## src/rtl/link_tx_scheduler.sv

```systemverilog
// Arbitrates paddle/ball/score requesters onto one UART TX byte channel and
// frames each grant as header, payload and XOR checksum, followed by an idle gap.
module link_tx_scheduler #(
  parameter int unsigned GAP_CYCLES = 16,
  parameter logic [7:0]  HDR_BASE   = 8'hA0
) (
  input  logic        clk,
  input  logic        rst,
  input  logic        en,
  input  logic        req_paddle,
  input  logic [9:0]  y_paddle,
  input  logic        req_ball,
  input  logic [10:0] x_ball,
  input  logic [9:0]  y_ball,
  input  logic        req_score,
  input  logic [3:0]  player1_score,
  input  logic [3:0]  player2_score,
  output logic        gnt_paddle,
  output logic        gnt_ball,
  output logic        gnt_score,
  output logic [7:0]  tx_data,
  output logic        tx_valid,
  input  logic        tx_ready,
  output logic        busy
);

  localparam int unsigned    GW       = (GAP_CYCLES > 1) ? $clog2(GAP_CYCLES) : 1;
  localparam logic [GW-1:0]  GAP_LAST = GW'(GAP_CYCLES - 1);

  typedef enum logic [2:0] {
    S_IDLE = 3'd0,
    S_HDR  = 3'd1,
    S_PAY  = 3'd2,
    S_CHK  = 3'd3,
    S_GAP  = 3'd4
  } state_t;

  function automatic logic [7:0] chk_acc(input logic [7:0] acc, input logic [7:0] b);
    return acc ^ b;
  endfunction

  state_t          state_r, state_s;
  logic [7:0]      tx_data_r, tx_data_s;
  logic            tx_valid_r, tx_valid_s;
  logic            busy_r, busy_s;
  logic            gnt_paddle_r, gnt_paddle_s;
  logic            gnt_ball_r, gnt_ball_s;
  logic            gnt_score_r, gnt_score_s;
  logic [7:0]      chk_r, chk_s;
  logic [GW-1:0]   gap_cnt_r, gap_cnt_s;
  logic            rr_ball_r, rr_ball_s;     // 1: ball wins a paddle/ball tie
  logic [3:0][7:0] pay_r, pay_s;
  logic [1:0]      pay_last_r, pay_last_s;
  logic [1:0]      idx_r, idx_s;
  logic [1:0]      idx_inc_s;
  logic [1:0]      type_s;
  logic [7:0]      hdr_s;

  // Next-state, arbitration and byte sequencing
  always_comb begin
    state_s     = state_r;
    tx_data_s   = tx_data_r;
    tx_valid_s  = tx_valid_r;
    busy_s      = busy_r;
    gnt_paddle_s = 1'b0;
    gnt_ball_s  = 1'b0;
    gnt_score_s = 1'b0;
    chk_s       = chk_r;
    gap_cnt_s   = gap_cnt_r;
    rr_ball_s   = rr_ball_r;
    pay_s       = pay_r;
    pay_last_s  = pay_last_r;
    idx_s       = idx_r;
    idx_inc_s   = idx_r + 2'd1;
    type_s      = 2'd0;
    hdr_s       = HDR_BASE;

    case (state_r)
      S_IDLE: begin
        tx_valid_s = 1'b0;
        busy_s     = 1'b0;
        if (en && (req_score || req_paddle || req_ball)) begin
          if (req_score) begin
            gnt_score_s = 1'b1;
            type_s      = 2'd3;
            pay_s       = {8'h00, 8'h00, 8'h00, {player1_score, player2_score}};
            pay_last_s  = 2'd0;
          end else if (req_paddle && (!req_ball || !rr_ball_r)) begin
            gnt_paddle_s = 1'b1;
            type_s       = 2'd1;
            pay_s        = {8'h00, 8'h00, y_paddle[7:0], {6'b000000, y_paddle[9:8]}};
            pay_last_s   = 2'd1;
            rr_ball_s    = 1'b1;
          end else begin
            gnt_ball_s = 1'b1;
            type_s     = 2'd2;
            pay_s      = {y_ball[7:0], {6'b000000, y_ball[9:8]},
                          x_ball[7:0], {5'b00000, x_ball[10:8]}};
            pay_last_s = 2'd3;
            rr_ball_s  = 1'b0;
          end
          hdr_s      = HDR_BASE | {6'b000000, type_s};
          tx_data_s  = hdr_s;
          chk_s      = hdr_s;
          tx_valid_s = 1'b1;
          busy_s     = 1'b1;
          idx_s      = 2'd0;
          state_s    = S_HDR;
        end else begin
          state_s = S_IDLE;
        end
      end
      S_HDR: begin
        if (tx_ready) begin
          tx_data_s = pay_r[0];
          chk_s     = chk_acc(chk_r, pay_r[0]);
          idx_s     = 2'd0;
          state_s   = S_PAY;
        end else begin
          state_s = S_HDR;
        end
      end
      S_PAY: begin
        // chk_r already folds in the byte on the wire, so it is the checksum
        if (tx_ready) begin
          if (idx_r == pay_last_r) begin
            tx_data_s = chk_r;
            state_s   = S_CHK;
          end else begin
            tx_data_s = pay_r[idx_inc_s];
            chk_s     = chk_acc(chk_r, pay_r[idx_inc_s]);
            idx_s     = idx_inc_s;
            state_s   = S_PAY;
          end
        end else begin
          state_s = S_PAY;
        end
      end
      S_CHK: begin
        if (tx_ready) begin
          tx_valid_s = 1'b0;
          tx_data_s  = 8'h00;
          gap_cnt_s  = {GW{1'b0}};
          state_s    = S_GAP;
        end else begin
          state_s = S_CHK;
        end
      end
      S_GAP: begin
        tx_valid_s = 1'b0;
        if (gap_cnt_r == GAP_LAST) begin
          busy_s    = 1'b0;
          gap_cnt_s = {GW{1'b0}};
          state_s   = S_IDLE;
        end else begin
          gap_cnt_s = gap_cnt_r + {{(GW-1){1'b0}}, 1'b1};
          state_s   = S_GAP;
        end
      end
      default: begin
        tx_valid_s = 1'b0;
        busy_s     = 1'b0;
        state_s    = S_IDLE;
      end
    endcase
  end

  // State and output registers
  always_ff @(posedge clk or negedge rst) begin
    if (!rst) begin
      state_r      <= S_IDLE;
      tx_data_r    <= 8'h00;
      tx_valid_r   <= 1'b0;
      busy_r       <= 1'b0;
      gnt_paddle_r <= 1'b0;
      gnt_ball_r   <= 1'b0;
      gnt_score_r  <= 1'b0;
      chk_r        <= 8'h00;
      gap_cnt_r    <= {GW{1'b0}};
      rr_ball_r    <= 1'b0;
      pay_r        <= {4{8'h00}};
      pay_last_r   <= 2'd0;
      idx_r        <= 2'd0;
    end else begin
      state_r      <= state_s;
      tx_data_r    <= tx_data_s;
      tx_valid_r   <= tx_valid_s;
      busy_r       <= busy_s;
      gnt_paddle_r <= gnt_paddle_s;
      gnt_ball_r   <= gnt_ball_s;
      gnt_score_r  <= gnt_score_s;
      chk_r        <= chk_s;
      gap_cnt_r    <= gap_cnt_s;
      rr_ball_r    <= rr_ball_s;
      pay_r        <= pay_s;
      pay_last_r   <= pay_last_s;
      idx_r        <= idx_s;
    end
  end

  assign tx_data    = tx_data_r;
  assign tx_valid   = tx_valid_r;
  assign busy       = busy_r;
  assign gnt_paddle = gnt_paddle_r;
  assign gnt_ball   = gnt_ball_r;
  assign gnt_score  = gnt_score_r;

endmodule

```

## config.mk

```make
export PLATFORM = sky130hd
export DESIGN_NAME = link_tx_scheduler
export DESIGN_NICKNAME = d
export VERILOG_FILES = /design/src/rtl/link_tx_scheduler.sv
export SDC_FILE = /design/constraint.sdc
export NUM_CORES = 1
export LEC_CHECK = 0
export ABC_AREA = 1
export BUFFER_PORTS_ARGS = -buffer_cell sky130_fd_sc_hd__clkbuf_2
export CAP_MARGIN = 0
export CORE_MARGIN = 1.5
export CORE_UTILIZATION = 35
export DETAILED_ROUTE_END_ITERATION = 16
export PLACE_DENSITY_LB_ADDON = 0.3
export SLEW_MARGIN = 25
export SYNTH_ARGS = -nofsm -noshare
export SYNTH_HDL_FRONTEND = slang
export SYNTH_SLANG_ARGS = --single-unit
```

## constraint.sdc

```tcl
create_clock -name clk -period 1.7 [get_ports clk]
set_clock_uncertainty 0.15 [all_clocks]
set_input_delay 0.17 -clock clk [delete_from_list [all_inputs] [get_ports clk]]
set_output_delay 0.17 -clock clk [all_outputs]
set_load 0.02 [all_outputs]
```

# After elaboration in Yosys (flattened, before gate mapping)
# Index checks and enable logic that the tools add are counted.
dict set report classes {
  n_bitwise 5
  magnitude_cmp 1
  n_reduce_logical 20
  eq_ne 12
  addsub 2
  n_mux 49
}
# operator n
set ops {}
lappend ops {{$mux W8} 9}
lappend ops {{$mux W32} 2}
lappend ops {{$pmux W8 S4} 1}
lappend ops {{$pmux W8 S3} 1}
lappend ops {{$mux W2} 9}
lappend ops {{$bmux W8 S2} 1}
lappend ops {{$mux W1} 16}
lappend ops {{$xor A8 B8 Y8} 2}
lappend ops {{$pmux W3 S5} 1}
lappend ops {{$ne A2 B2 Y1 const B} 6}
lappend ops {{$reduce_and A5 Y1} 2}
lappend ops {{$mux W3} 3}
lappend ops {{$mux W4} 2}
lappend ops {{$pmux W4 S2} 1}
lappend ops {{$reduce_and A2 Y1} 4}
lappend ops {{$eq A3 B2 Y1 const B} 2}
lappend ops {{$pmux W1 S3} 2}
lappend ops {{$pmux W2 S3} 1}
lappend ops {{$add A4 B1 Y4 const B} 1}
lappend ops {{$eq A4 B4 Y1 const B} 1}
lappend ops {{$reduce_bool A4 Y1} 1}
lappend ops {{$eq A3 B1 Y1 const B} 1}
lappend ops {{$eq A3 B3 Y1 const B} 1}
lappend ops {{$logic_not A3 Y1} 1}
lappend ops {{12 further kinds} 18}
dict set report word_totals {
  elab_cells 105
  ff_bits 65
}

# Logic depth before layout (Yosys ltp)
# Gate-level depths: netlist of run 1.
dict set report logic_depth {
  depth_word 7
  depth_mapped 12
  ltp_nobuf 11
}

# Worst setup path after synthesis of run 1
# OpenSTA, ideal clock, no wires.
dict set report synth_timing {
  kind {flip-flop to flip-flop}
  start {register state_r[2]}
  end {register chk_r[0]}
  arrival_time_ps 1329
  path_buffers 2
  required_time_ps 1434
  slack_ps 105
  stages_incl_launch_ff 11
  path_cell_list {dfrtp_1 > buf_4 > inv_2 > nand2_2 > nor2_4 > nand3_2 > buf_4 > nand4_2 > nor2_1 > nand2_1 > nand2_1}
}
dict set report synth_via {
  elab_chain_cells 3
  elab_cells_between_ends 10
  cone_classes {eq/ne (6); mux (1); reduce/logical (3)}
}
# element line_no
set synth_rtl {}
lappend synth_rtl {{from (decl)} 42} ;# state_t state_r, state_s;
lappend synth_rtl {{from (signal assigned)} 185} ;# state_r <= state_s;
lappend synth_rtl {{$eq A3 B2 Y1 (tied with other cells)} 78} ;# case (state_r)
lappend synth_rtl {{$ne A2 B2 Y1 (no source line) / $reduce_bool A3 Y1 (equally long branches)} -}
lappend synth_rtl {{$reduce_and A5 Y1 (no source line)} -}
lappend synth_rtl {{to (signal assigned)} 192} ;# chk_r <= chk_s;
lappend synth_rtl {{to (decl)} 49} ;# logic [7:0] chk_r, chk_s;
# Parallel ways exist; a longest one is shown, timed or not.
# A chain may end at the register's enable or synchronous reset.

# Worst setup path after layout of run 1
dict set report layout_timing {
  start {register state_r[0]}
  end {register idx_r[1]}
}
dict set report layout_via {
  elab_chain_cells 3
  elab_cells_between_ends 10
  cone_classes {eq/ne (6); mux (1); reduce/logical (3)}
}
# element line_no
set layout_rtl {}
lappend layout_rtl {{$eq A3 B2 Y1 (tied with other cells)} 78}
lappend layout_rtl {{$ne A2 B2 Y1 (no source line) / $reduce_bool A3 Y1 (equally long branches)} -}
lappend layout_rtl {{$reduce_and A5 Y1 (no source line)} -}
lappend layout_rtl {{to (signal assigned)} 197} ;# idx_r <= idx_s;
lappend layout_rtl {{to (decl)} 54} ;# logic [1:0] idx_r, idx_s;
# Parallel ways exist; a longest one is shown, timed or not.

==> impl_metrics.yaml, run 1 <==
worst_setup_path:
  crit_arrival_ps: 1780
  cp_max_fo: 6
  crit_slowest_cell: "dfrtp_1"
  startpoint_type: "flop"
  max_stage_delay_ps: 410
  path_class: "flop to flop"
  worstPathRequired_ps: 1780
  cp_common_cell: "buf_6"
  crit_chain: "buf_6 -> inv_6 -> nor2_4 -> nand2_4 -> nand2_8 -> nand2_8 -> nand2_4 -> nor2_8 -> buf_6 -> buf_6 -> o21ai_2"
  endpoint_kind: "flop"
final_layout:
  most-common-layout-cells: "177 x nand2_1, 58 x clkbuf_2, 55 x dfrtp_1"
  layout-drive-gt1-share_pct: 28.1
  final_common_cell: "nand2_1"
  antenna_cells: 0
  syn2layout_area_growth_pct: 43.8
  nNetsFinal: 605
cts:
  cts_sinks: 59
  cts.clk_slew.worst_paths_ps: 70
  clk_path_buf_depth: 2
  cts_made_buffers: 9
  insertion_delay_ps: 340
  cts-htree-levels: 3
  cts_tree: "built"
  cts_root_buf: "clkbuf_8"
sta:
  slew_headroom_pct: 73.8
  rsz0062_at_grt: "true"
  fin_setup_tns_ps: -2.51
  fmax_mhz: 587
  setup_ws_ps: -2.51
  slew_violations: 0
  fin_crit_sh_pct: 100
  fin_crit_ps: 1700
  hold_viol_final: 0
  finalSetupViolCount: 1
  max_slew.worst_pin.slew_ps: 392
route:
  vias: 3223
  wire_per_inst_um: 13.2
  met3_length_um: 468
  drt_pre_antenna_iters: 4
  drc: 0
  dr_wl_met2_um: 4220
  drt-vias-per-instance: 4.80
  top_layer: "met4"
  first_iter_violations: 154
  met1_length_um: 4030
  ant_nets: 0
  wirelength_um: 8870
run_status:
  violations: "setup timing"
  run_status: "complete, but fails checks"
hold_path:
  hold_class: "input pin to flop"
synthesis:
  yosys.cell_types.count: 31
  synthCells: 420
  synth_ff_type: "dfrtp_1"
  ys_seq_area_share_pct: 46.0
  synth-edff-count: 0
  ys_seq_elements: 59
  netlist_area_um2: 3210
  synth_nets: 467
  syn_avg_cell_area_um2: 7.64
  async_reset_ff_share_pct: 100
  yosysWarnings: 0
grt:
  grt.total_usage_pct: 18.5
  grt_pass1_vias: 3035
  overflow: 0
  grt_pass1_wl_um: 14300
  grt_max_degree: 60
  antenna_found_initial: 0
placement:
  hpwl_um: 5810
  place.gp.congestion: 0.866
  pre_cts_ws_ps: -41.3
  numPortBuffers: 58
power_and_ir_drop:
  p_leak_uw: 0.00243
  peakVddDrop_mv: 0.959
  p_per_area_nw_per_um2: 1750
die:
  die_area_um2: 9750
  row_count: 34
  die_w_um: 98.7
  core_um2: 8810
  ios: 59
  initial_core_util_pct: 36.4
  die_y_um: 98.7
run:
  cap_violations: 0
-- area by class of cell --
class                   instances  area (um2)
well taps                     108         135
clock inverters                 4        50.0
clock buffers                  12         145
flip-flops and latches         59        1480
fillers                       812        4190
multi-input cells             316        1610
inverters                      33         138
repair buffers                139        1060
-- cell usage after synthesis, types with 5 or more instances --
cell type,number,area (um2)
dfrtp_1,59,1480
inv_1,26,97.6
a21oi_1,8,40.0
nand3_1,45,225
nand2_1,180,676
inv_2,5,18.8
nor2_1,18,67.6
a22o_1,13,114
buf_6,5,56.3
nand2_2,5,31.3
o21ai_0,19,95.1
-- worst max-delay path: cells and delay by family (launching register included) --
family	cells	cell delay, ps
AOI/OAI and AO/OA	1	40
buffers and inverters	4	450
DFF	1	410
and+or+nand+nor	6	560
-- flip-flops by register name, summed over array words and instances (netlist names) --
name / count
busy: 1
chk_r: 8
gap_cnt_r: 4
gnt_ball: 1
gnt_paddle: 1
gnt_score: 1
idx_r: 2
pay_last_r: 2
pay_r: 26
rr_ball_r: 1
state_r: 3
tx_data: 8
tx_valid: 1
-- through the flow --
| step | cells | hold slack [ps] | cell area, um2 | util, % | total power (uW) |
|---|---|---|---|---|---|
| after floorplan | 420 | -276 | 3210 | - | 4960 |
| after global placement | 595 | 55.0 | 3710 | 42.2 | 5910 |
| after detailed placement | 595 | 55.7 | 3710 | 42.2 | 6010 |
| after CTS | 653 | 24.8 | 4340 | 49.3 | 7420 |
| after global routing | 671 | 82.7 | 4610 | 52.4 | 8740 |
| final | 671 | 36.6 | 4610 | 52.4 | 8090 |
-- cell families (layout without fill, tap and decap cells) --
kind of cell               count (synthesis)  after routing  share of synthesized area (%)
AOI/OAI and AO/OA                         48             48                           9.25
xor gates and xnor gates                   1              1                          0.273
adders and majority gates                  1              1                          0.390
buffers and inverters                     45            188                           7.06
DFF                                       59             59                           46.0
and+or+nand+nor                          266            266                           37.0
-- power by group --
| group | internal (uW) | switching (uW) | leakage, uW |
|---|---|---|---|
| Combinational | 1870 | 2480 | 0.00158 |
| Sequential | 1990 | 451 | 0.000754 |
| Clock | 715 | 572 | 0.0000926 |
| Total | 4580 | 3510 | 0.00243 |
-- worst paths after layout --
path                             from  cells past startpoint           end  slack, ps
max                        state_r[0]                     11      idx_r[1]         -3
min                          tx_ready                      3    state_r[2]         40
max reg2reg                state_r[0]                     11      idx_r[1]         -3
min reg2reg                tx_data[4]                      2    tx_data[4]        330
max in group asynchronous         rst                      3      idx_r[1]        880
min in group asynchronous         rst                      3  gap_cnt_r[3]        230
-- metal layers --
| layer | vias to the layer above | track usage [%] |
|---|---|---|
| li1 | 1630 | - |
| met1 | 1487 | 24.1 |
| met2 | 93 | 30.2 |
| met3 | 13 | 4.40 |
| met4 | 0 | 6.81 |
| met5 | - | 0 |
-- timing repair --
action	in CTS	in global routing
setup buffers	0	18
hold buffers	42	0
pin swaps	0	12
gates resized for setup	3	45
endpoints found under the hold margin	85	0
endpoints found under the setup margin	26	35
Power figures use the tool's default switching activity.
==> inputs of run 2 (changes only) <==
- CORE_MARGIN: 1.5 -> 10
- CTS_BUF_LIST: unset -> sky130_fd_sc_hd__clkbuf_4 sky130_fd_sc_hd__clkbuf_8
==> run 2 against run 1 <==
  * Combinational power is 7.6% lower
  * Clock power is 12% lower
  * The run now ends clean
  * Setup slack better by 81 ps
  * Power is 5.9% lower
  * Highest routed layer unchanged
  * Final cell count is 0.75% lower
  * Maximum frequency is 5.0% higher
==> impl_metrics.yaml, run 2 (synthesis results as in run 1) <==
die:
  core_um2: 8810
  die_w_um: 116
  die_y_um: 116
  ios: 59
  initial_core_util_pct: 36.4
  die_area_um2: 13400
  row_count: 34
sta:
  slew_violations: 0
  finalSetupViolCount: 0
  hold_viol_final: 0
  rsz0062_at_grt: "true"
  max_slew.worst_pin.slew_ps: 368
  slew_headroom_pct: 75.5
  fmax_mhz: 617
  fin_crit_sh_pct: 95.4
  fin_crit_ps: 1620
  fin_setup_tns_ps: 0
cts:
  cts_root_buf: "clkbuf_8"
  cts_tree: "built"
  cts-htree-levels: 3
  cts.clk_slew.worst_paths_ps: 70
  cts_sinks: 59
  clk_path_buf_depth: 2
  insertion_delay_ps: 340
  cts_made_buffers: 9
grt:
  overflow: 0
  grt_max_degree: 26
  grt_pass1_vias: 3159
  grt_pass1_wl_um: 14600
  antenna_found_initial: 0
  grt.total_usage_pct: 13.5
worst_setup_path:
  startpoint_type: "flop"
  endpoint_kind: "flop"
  worstPathRequired_ps: 1760
  rrSetupSlack_ps: 80
  crit_chain: "nor2_2 -> nand2_2 -> nor2_4 -> inv_2 -> buf_4 -> a21oi_1 -> a31oi_1"
  max_stage_delay_ps: 410
  cp_max_fo: 7
  crit_arrival_ps: 1680
  crit_slowest_cell: "dfrtp_1"
  path_class: "flop to flop"
power_and_ir_drop:
  p_leak_uw: 0.00239
  p_total_uw: 7610
  p_sw_uw: 3390
  power_frac_clock_pct: 14.8
  peakVddDrop_mv: 0.710
  switching_share_pct: 44.6
  p_comb_share_pct: 52.9
  p_per_area_nw_per_um2: 1690
  p_int_uw: 4220
  seq_power_share_pct: 32.2
final_layout:
  largest_reg_flops: 26
  syn2layout_area_growth_pct: 40.3
  final_common_cell: "nand2_1"
  layout-drive-gt1-share_pct: 26.2
  regMostFlops: "pay_r"
  nNetsFinal: 600
  antenna_cells: 0
  most-common-layout-cells: "177 x nand2_1, 58 x clkbuf_2, 57 x dfrtp_1"
  nFillCells: 843
run_status:
  run_status: "complete, no violations"
placement:
  hpwl_um: 6350
  place.gp.congestion: 0.844
  numPortBuffers: 58
route:
  wire_per_inst_um: 13.4
  vias: 3207
  drt_pre_antenna_iters: 5
  ant_nets: 0
  wirelength_um: 8900
  drc: 0
  first_iter_violations: 161
  drt-vias-per-instance: 4.82
hold_path:
  hold_class: "input pin to flop"
run:
  cap_violations: 0
run 2: worst paths after layout:
kind	start	endpoint	cells past startpoint
setup / recovery	state_r[1]	pay_r[0]	7
hold / removal	tx_ready	state_r[2]	3
setup reg to reg	state_r[1]	pay_r[0]	7
hold reg to reg	tx_valid	tx_valid	2
max in group asynchronous	rst	pay_r[31]	3
min in group asynchronous	rst	gap_cnt_r[1]	2
run 2: layout make-up:
type                    count  area (um2)  share of cell area [%]
multi-input cells         317        1590                    35.3
flip-flops and latches     59        1480                    32.9
repair buffers            133        1000                    22.2
clock buffers              11         139                    3.09
well taps                 108         135                    3.00
inverters                  33         128                    2.84
clock inverters             5        30.0                   0.667
run 2: metal layers:
| metal | routed length (um) | vias up | GRT usage, % |
|---|---|---|---|
| li1 | - | 1616 | - |
| met1 | 4100 | 1486 | 16.7 |
| met2 | 4140 | 90 | 21.8 |
| met3 | 513 | 15 | 3.57 |
| met4 | 146 | 0 | 5.75 |
| met5 | 0 | - | 0 |
run 2: timing repair:
item	in CTS	in global routing
buffers inserted	0	7
hold buffers	42	0
cloned	0	1
resized for setup	1	19
setup endpoints to repair	15	36
endpoints found under the hold margin	85	0
pin swaps	0	8
run 2: metrics by stage:
step	utilization [%]	instances	instance area [um2]	hold slack, ps	setup slack [ps]
floorplan	-	420	3210	-276	105
global placement	42.7	600	3760	-56.8	9.92
detailed placement	42.7	600	3760	-56.0	-43.4
CTS	49.5	658	4360	33.8	3.45
global route	51.1	666	4500	73.0	-20.4
finish	51.1	666	4500	49.5	78.6
run 2: critical path: cells and delay by family (launching register included):
kind,cells,cell delay (ps)
AO/OA/AOI/OAI,2,280
buffers and inverters,2,230
flip-flops,1,410
AND/OR/NAND/NOR,3,410
run 2: power groups by stage:
stage / logic, uW / registers [uW] / clock network, uW
6_report: 4030 / 2450 / 1130
5_1_grt: 4500 / 2530 / 1220
4_1_cts: 3690 / 2430 / 1150
3_5_place_dp: 3580 / 2450 / 0
3_3_place_gp: 3510 / 2420 / 0
2_1_floorplan: 2530 / 2430 / 0
